--- config.mk ---
export PLATFORM = sky130hd
export DESIGN_NAME = pc_sequencer
export DESIGN_NICKNAME = d
export VERILOG_FILES = /design/src/rtl/pc_seq_pkg.sv /design/src/rtl/pc_next_sel.sv /design/src/rtl/pc_sequencer.sv
export SDC_FILE = /design/constraint.sdc
export NUM_CORES = 1
export LEC_CHECK = 0
export ABC_AREA = 1
export CORE_ASPECT_RATIO = 0.7
export CORE_MARGIN = 5
export CORE_UTILIZATION = 43
export CTS_CLUSTER_DIAMETER = 200
export DETAILED_ROUTE_END_ITERATION = 10
export PLACE_DENSITY = 0.92
export SKIP_CTS_REPAIR_TIMING = 1
export SYNTH_ARGS = -nofsm -noshare
export SYNTH_HDL_FRONTEND = slang
export SYNTH_SLANG_ARGS = --single-unit
export TNS_END_PERCENT = 50
--- constraint.sdc ---
create_clock -name clk -period 2.1 [get_ports clk]
set_input_delay 0.21 -clock clk [delete_from_list [all_inputs] [get_ports clk]]
set_output_delay 0.21 -clock clk [all_outputs]
set_load 0.005 [all_outputs]
--- src/rtl/pc_seq_pkg.sv ---
// Shared types and constants for the program-counter sequencer: FSM state
// encoding, trap cause codes, instruction width and an alignment helper.
package pc_seq_pkg;

  typedef enum logic [1:0] {
    ST_BOOT = 2'b00,
    ST_RUN  = 2'b01,
    ST_TRAP = 2'b10,
    ST_HALT = 2'b11
  } state_t;

  localparam logic [3:0] CAUSE_MISALIGNED = 4'd0;
  localparam logic [3:0] CAUSE_ILLEGAL    = 4'd2;
  localparam logic [3:0] CAUSE_BREAK      = 4'd3;
  localparam logic [3:0] CAUSE_ECALL      = 4'd11;

  localparam logic [31:0] INSTR_BYTES = 32'd4;

  function automatic logic is_aligned(input logic [31:0] addr);
    return (addr[1:0] == 2'b00);
  endfunction

endpackage

--- src/rtl/pc_next_sel.sv ---
// Next-PC priority mux for the RUN state plus target alignment check.
// Outside RUN, or when halted/stalled in RUN, the current PC is held.
module pc_next_sel
  import pc_seq_pkg::*;
#(
  parameter logic [31:0] TRAP_VECTOR = 32'h00000100
) (
  input  state_t      st,
  input  logic [31:0] pc,
  input  logic [31:0] epc,
  input  logic        stall,
  input  logic        halt_req,
  input  logic        trap_req,
  input  logic        mret,
  input  logic        jump,
  input  logic [31:0] jump_target,
  input  logic        branch_taken,
  input  logic [31:0] branch_target,
  output logic [31:0] pc_next,
  output logic        redirect,
  output logic        misaligned
);

  logic [31:0] tgt;
  logic        check_align;
  logic        taken;

  always_comb begin
    pc_next     = pc;
    redirect    = 1'b0;
    misaligned  = 1'b0;
    tgt         = pc + INSTR_BYTES;
    check_align = 1'b0;
    taken       = 1'b0;
    if (st == ST_RUN && !halt_req && !stall) begin
      if (trap_req) begin
        pc_next = TRAP_VECTOR;
      end else begin
        if (mret) begin
          tgt         = epc;
          check_align = 1'b1;
        end else if (jump) begin
          tgt         = jump_target;
          check_align = 1'b1;
          taken       = 1'b1;
        end else if (branch_taken) begin
          tgt         = branch_target;
          check_align = 1'b1;
          taken       = 1'b1;
        end
        // A misaligned destination turns the redirect into a trap.
        if (check_align && !is_aligned(tgt)) begin
          misaligned = 1'b1;
          pc_next    = TRAP_VECTOR;
        end else begin
          pc_next  = tgt;
          redirect = taken;
        end
      end
    end
  end

endmodule

--- src/rtl/pc_sequencer.sv ---
// Program counter owner for the single-cycle core: BOOT/RUN/TRAP/HALT FSM,
// EPC and cause registers. Define PC_PERF_CNT_EN to add retire/taken counters.
module pc_sequencer
  import pc_seq_pkg::*;
#(
  parameter logic [31:0] RESET_VECTOR = 32'h00000000,
  parameter logic [31:0] TRAP_VECTOR  = 32'h00000100
) (
  input  logic        clk,
  input  logic        rst,
  input  logic        stall,
  input  logic        branch_taken,
  input  logic [31:0] branch_target,
  input  logic        jump,
  input  logic [31:0] jump_target,
  input  logic        trap_req,
  input  logic [3:0]  trap_cause_in,
  input  logic        mret,
  input  logic        halt_req,
  input  logic        resume,
  output logic [31:0] pc,
  output logic [31:0] pc_next,
  output logic        pc_valid,
  output logic [31:0] epc,
  output logic [3:0]  trap_cause,
  output logic [1:0]  state
`ifdef PC_PERF_CNT_EN
  ,
  output logic [63:0] instret_cnt,
  output logic [31:0] taken_cnt
`endif
);

  state_t      st_q, st_d;
  logic [31:0] pc_q, epc_q, sel_pc;
  logic [3:0]  cause_q;
  logic        redirect, misaligned, trap_entry;

  pc_next_sel #(.TRAP_VECTOR(TRAP_VECTOR)) u_sel (
    .st            (st_q),
    .pc            (pc_q),
    .epc           (epc_q),
    .stall         (stall),
    .halt_req      (halt_req),
    .trap_req      (trap_req),
    .mret          (mret),
    .jump          (jump),
    .jump_target   (jump_target),
    .branch_taken  (branch_taken),
    .branch_target (branch_target),
    .pc_next       (sel_pc),
    .redirect      (redirect),
    .misaligned    (misaligned)
  );

  assign trap_entry = (st_q == ST_RUN) && !halt_req && !stall && (trap_req || misaligned);
  assign pc_next    = rst ? RESET_VECTOR : sel_pc;
  assign pc         = pc_q;
  assign pc_valid   = (st_q == ST_RUN);
  assign epc        = epc_q;
  assign trap_cause = cause_q;
  assign state      = st_q;

  always_comb begin
    st_d = st_q;
    case (st_q)
      ST_BOOT: st_d = ST_RUN;
      ST_TRAP: st_d = ST_RUN;
      ST_HALT: if (resume) st_d = ST_RUN;
      ST_RUN: begin
        if (halt_req)        st_d = ST_HALT;
        else if (trap_entry) st_d = ST_TRAP;
      end
      default: st_d = ST_BOOT;
    endcase
  end

  always_ff @(posedge clk) begin
    if (rst) begin
      st_q    <= ST_BOOT;
      pc_q    <= RESET_VECTOR;
      epc_q   <= 32'd0;
      cause_q <= 4'd0;
    end else begin
      st_q <= st_d;
      pc_q <= sel_pc;
      if (trap_entry) begin
        epc_q   <= pc_q;
        cause_q <= trap_req ? trap_cause_in : CAUSE_MISALIGNED;
      end
      // An accepted redirect and an alignment trap are mutually exclusive.
      assert (!(redirect && misaligned));
    end
  end

`ifdef PC_PERF_CNT_EN
  always_ff @(posedge clk) begin
    if (rst) begin
      instret_cnt <= 64'd0;
      taken_cnt   <= 32'd0;
    end else begin
      if (st_q == ST_RUN && !stall && !halt_req && !trap_entry)
        instret_cnt <= instret_cnt + 64'd1;
      if (redirect)
        taken_cnt <= taken_cnt + 32'd1;
    end
  end
`endif

endmodule
-- After elaboration in Yosys (flattened, before gate mapping)
Cells that the tools add are included.
- $add $sub $neg: 1
- equal/unequal tests: 5
- multiplexer cells: 22
- reductions and logical operators: 12
- operators with widths (kind ; count):
    32-bit 2-to-1 mux ; 9
    32-bit by 3-bit adder with 32-bit output (second input constant) ; 1
    1-bit 2-to-1 mux ; 8
    2-bit 2-to-1 mux ; 3
    2-bit case mux with 3 select lines ; 1
    2-bit equality test (second input constant) ; 2
    1-bit logical AND ; 4
    2-bit logical NOT ; 2
    4-bit 2-to-1 mux ; 1
    1-bit logical NOT ; 3
    3-bit by 2-bit != test with 1-bit output (second input constant) ; 1
    2-bit by 1-bit equality test with 1-bit output (second input constant) ; 1
    2-bit != test (second input constant) ; 1
    2-bit AND reduction ; 1
    2-bit OR reduction ; 1
    1-bit logical OR ; 1
- register bits after elaboration: 70
- bits of input ports: 77
- output and inout bits: 103
- logic and storage cells: 44

-- Logic depth before layout (Yosys ltp)
- depth after elaboration: 17
- mapped depth: 13
- gate-level depth less buffers: 13

-- Hierarchy
From an unflattened synthesis, not the netlist that was laid out.
- cells, all modules: 835
- area total of the unflattened synthesis: 4874.7 sq um
- by module, submodules not included (module ; instances ; cells an instance ; area an instance (sq um) ; seq. area each (sq um)):
    pc_sequencer ; 1 ; 315 ; 2532.4 ; 1401.3
    pc_next_sel ; 1 ; 520 ; 2342.2 ; 0.0

-- Worst setup path after synthesis
OpenSTA, ideal clock, no wires.
- path kind: register to output
- from: register pc_q[2] (netlist: pc[2])
- to: output pc_next[20]
- arrival: 1582 ps
- slack: 308 ps
- stages on the path, launching flop included: 12
- cell sequence: dfxtp_1 -> ha_1 -> nand2_1 -> nor2_1 -> nand2_1 -> nor2_1 -> nand2_1 -> nand2_1 -> nand3_1 -> nand3_1 -> nand2_1 -> a21oi_1
- word-level cells in the longest chain between the ends: 10
- ends and longest elaborated chain (item ; line ; RTL):
    start: declaration ; pc_sequencer.sv:35 ; logic [31:0] pc_q, epc_q, sel_pc;
    start signal: assignment ; pc_sequencer.sv:86 ; pc_q <= sel_pc;
    32-bit by 3-bit adder with 32-bit output ; pc_next_sel.sv:32 ; tgt = pc + INSTR_BYTES;
    32-bit 2-to-1 mux ; pc_next_sel.sv:46 ; end else if (branch_taken) begin
    32-bit 2-to-1 mux ; pc_next_sel.sv:42 ; end else if (jump) begin
    32-bit 2-to-1 mux ; pc_next_sel.sv:39 ; if (mret) begin
    32-bit 2-to-1 mux ; pc_next_sel.sv:36 ; if (trap_req) begin
    32-bit 2-to-1 mux ; pc_next_sel.sv:35 ; if (st == ST_RUN && !halt_req && !stall) begin
    32-bit 2-to-1 mux ; pc_next_sel.sv:52 ; if (check_align && !is_aligned(tgt)) begin
    32-bit 2-to-1 mux ; pc_next_sel.sv:36 ;
    32-bit 2-to-1 mux ; pc_next_sel.sv:35 ;
    32-bit 2-to-1 mux ; -- ;
    end: declaration ; pc_sequencer.sv:22 ; output logic [31:0] pc_next,
Every way passes these cells. The select of a mux whose other input is x is not followed.

-- Worst setup path after layout
- from: register pc_q[3] (netlist: pc[3])
- to: output pc_next[14]
Same word-level chain as after synthesis.

==> impl_metrics.yaml <==
setup_path:
  required_ns: 1.89
  critPathLaunchType: "flop"
  cp_max_fo: 4
  crit_type: "reg2out"
  worstSetupEndpointType: "output pin"
  cp_data_arrival_time_ns: 2.17
status:
  outcome: "complete, but fails checks"
  violations: "setup timing"
power:
  switching_share: 0.2907
  p_seq_frac: 0.371
  power_density_nw_per_um2: 479.0
  p_switching_mw: 1.138
  clkPwrFrac: 0.364
  peakVddDrop_mv: 0.5287
  p_int_mw: 2.777
  combPwrFrac: 0.264
  leakagePower_nw: 3.571
route:
  drt_iter0_markers: 834
  wl_um: 23180
  ant_nets: 0
  wl_per_cell_um: 20.17
  vias: 6817
  dr.pass1.iters: 5
  remaining_drc_errors: 0
  vias_per_cell: 5.933
grt:
  grt_pass1_wl_um: 28150
  overflow: 0
  grt_max_degree: 34
  antenna_found_initial: 0
  grt_usage: 0.2956
  grt_pass1_vias: 5651
sta:
  slew_headroom: 0.7550
  worst_clock_skew_ns: 0.004878
  fin_crit_sh: 1.135
  fin_ws_ns: -0.2842
  tightest_slew_ns: 0.3675
  rsz0062_at_grt: "true"
  fmax_ghz: 0.4194
  setup-violations-final: 32
  period_needed_ns: 2.384
  hold_viol_final: 0
  maxSlewViolCount: 0
cells_and_area:
  antenna_cells: 0
  area_growth_syn_to_layout_pct: 95.19
  final_cell_mix: "nand2_1, clkdlybuf4s50_1, buf_4"
  fin_nets: 1095
  fin_cells: 1149
  seqCellArea_sq_um: 1454
  final_common_cell: "nand2_1"
  drive_above_1_share: 0.3438
  final_util: 0.8507
  multi_input_area_sq_um: 2959
  fillCellCount: 499
logic_synthesis:
  synth-main-ff-cell: "dfxtp_1"
  synth_top_family_by_area: "simple AND/OR/NAND/NOR gates"
  synth_edf_count: 0
  synth-compound-area-share: 0.1796
  ys_async_sr_fraction: 0
  synth_nets: 784
  syn_area_sq_um: 4188
  ys_seq_elements: 70
  muxShareOfSynthArea: 0
  synthSimpleGateAreaFrac: 0.3866
  synthAdderAreaFrac: 0.002988
  postSynthAreaPerCell_sq_um: 5.932
  yosys_warnings: 0
  synthCells: 706
  synthXorXnorAreaFrac: 0.008366
  synth.distinct_cells: 28
  ys_seq_area_frac: 0.3346
die:
  die_area_sq_um: 11840
  num_rows: 30
  core_sq_um: 9609
  initial_core_util: 0.4358
  ios: 180
  die_w_um: 128.0
  die_h_um: 92.57
clock_tree:
  numCtsBuffers: 9
  cts-root-buf: "clkbuf_16"
  insertion_delay_ns: 0.34
  cts.clk_slew.worst_paths_ns: 0.06
  clk_path_buf_depth: 2
  htree_levels: 3
  clkSinkCount: 70
  cts_tree: "yes"
placed_design:
  hpwl_um: 13800
  gp_congestion: 0.9646
  io_buffers: 179
  dp_slack_ns: -0.6334
  place_inst: 1091
hold_path:
  hold_class: "in2reg"
job:
  max_cap_viol_count: 0
-- routing by layer --
layer  up-vias  track usage  part of all wire
met5         -            0                 0
met4         0      0.07509             0.049
met3       166      0.09798              0.14
met2       644       0.4782              0.46
met1      3104       0.3793              0.35
li1       2903            -                 -
-- power by group through the flow --
stage / Combinational [mW] / Clock [mW] / Sequential (mW)
after detailed placement: 0.860 / 0 / 1.47
after CTS: 0.866 / 1.42 / 1.44
after global placement: 0.843 / 0 / 1.47
final: 1.04 / 1.43 / 1.45
after floorplan: 0.314 / 0 / 1.48
after global routing: 1.09 / 1.50 / 1.46
-- logic make-up after synthesis --
family	count (synthesis)
compound gates	139
xor+xnor	4
fa+ha+maj	1
buf+inv	92
flops	70
simple gates	400
-- layout make-up --
cell class | instances | area share
repair buffers | 335 | 0.3808
multi-input cells | 544 | 0.3620
flip-flops and latches | 70 | 0.1779
clock buffers | 14 | 0.03230
inverters | 57 | 0.02679
well taps | 128 | 0.01959
clock inverters | 1 | 0.0006123
-- synthesized netlist by cell type (6+ instances only) --
cell	count	area [sq um]
a21oi_1	36	180.2
o22ai_1	29	181.4
nand3_1	57	285.3
buf_2	9	45.04
inv_1	53	198.9
nand2_1	190	713.2
o21bai_1	6	45.04
nor2_1	138	518.0
dfxtp_1	70	1401
o21ai_0	65	325.3
clkbuf_1	20	75.07
-- worst paths after layout --
kind                                       start             to  slack (ns)  cells past startpoint
worst min register to register     trap_cause[3]  trap_cause[3]        0.46                      2
worst max register to register          state[0]         epc[3]        0.09                     12
worst max-delay path                       pc[3]    pc_next[14]       -0.28                     12
worst min-delay path            trap_cause_in[0]  trap_cause[0]        0.43                      3
-- critical path, stage by stage (launching register included) --
cell	delay (ns)
dfxtp_2	0.36
ha_4	0.16
nand2_4	0.05
nor2_4	0.13
nand2_4	0.09
buf_6	0.14
buf_6	0.10
o21bai_1	0.17
nand3_1	0.14
nand3_1	0.13
nand2_1	0.08
a21oi_2	0.15
buf_2	0.13
-- registers in the layout, summed over array words and instances, names as in the netlist --
register	count
epc	32
pc	32
trap_cause	4
state	2
-- through the flow --
| stage | cell area (sq um) | TNS (ns) | total power [mW] | hold slack (ns) |
|---|---|---|---|---|
| after floorplan | 4188 | 0 | 1.790 | 0.3482 |
| after global placement | 6934 | -20.82 | 2.310 | 0.4268 |
| after detailed placement | 6934 | -26.25 | 2.329 | 0.4476 |
| after CTS | 7203 | -18.52 | 3.732 | 0.4342 |
| after global routing | 8174 | -6.986 | 4.042 | 0.4338 |
| final | 8174 | -4.699 | 3.915 | 0.4349 |
Note: power is estimated with default switching activity, not from simulation.
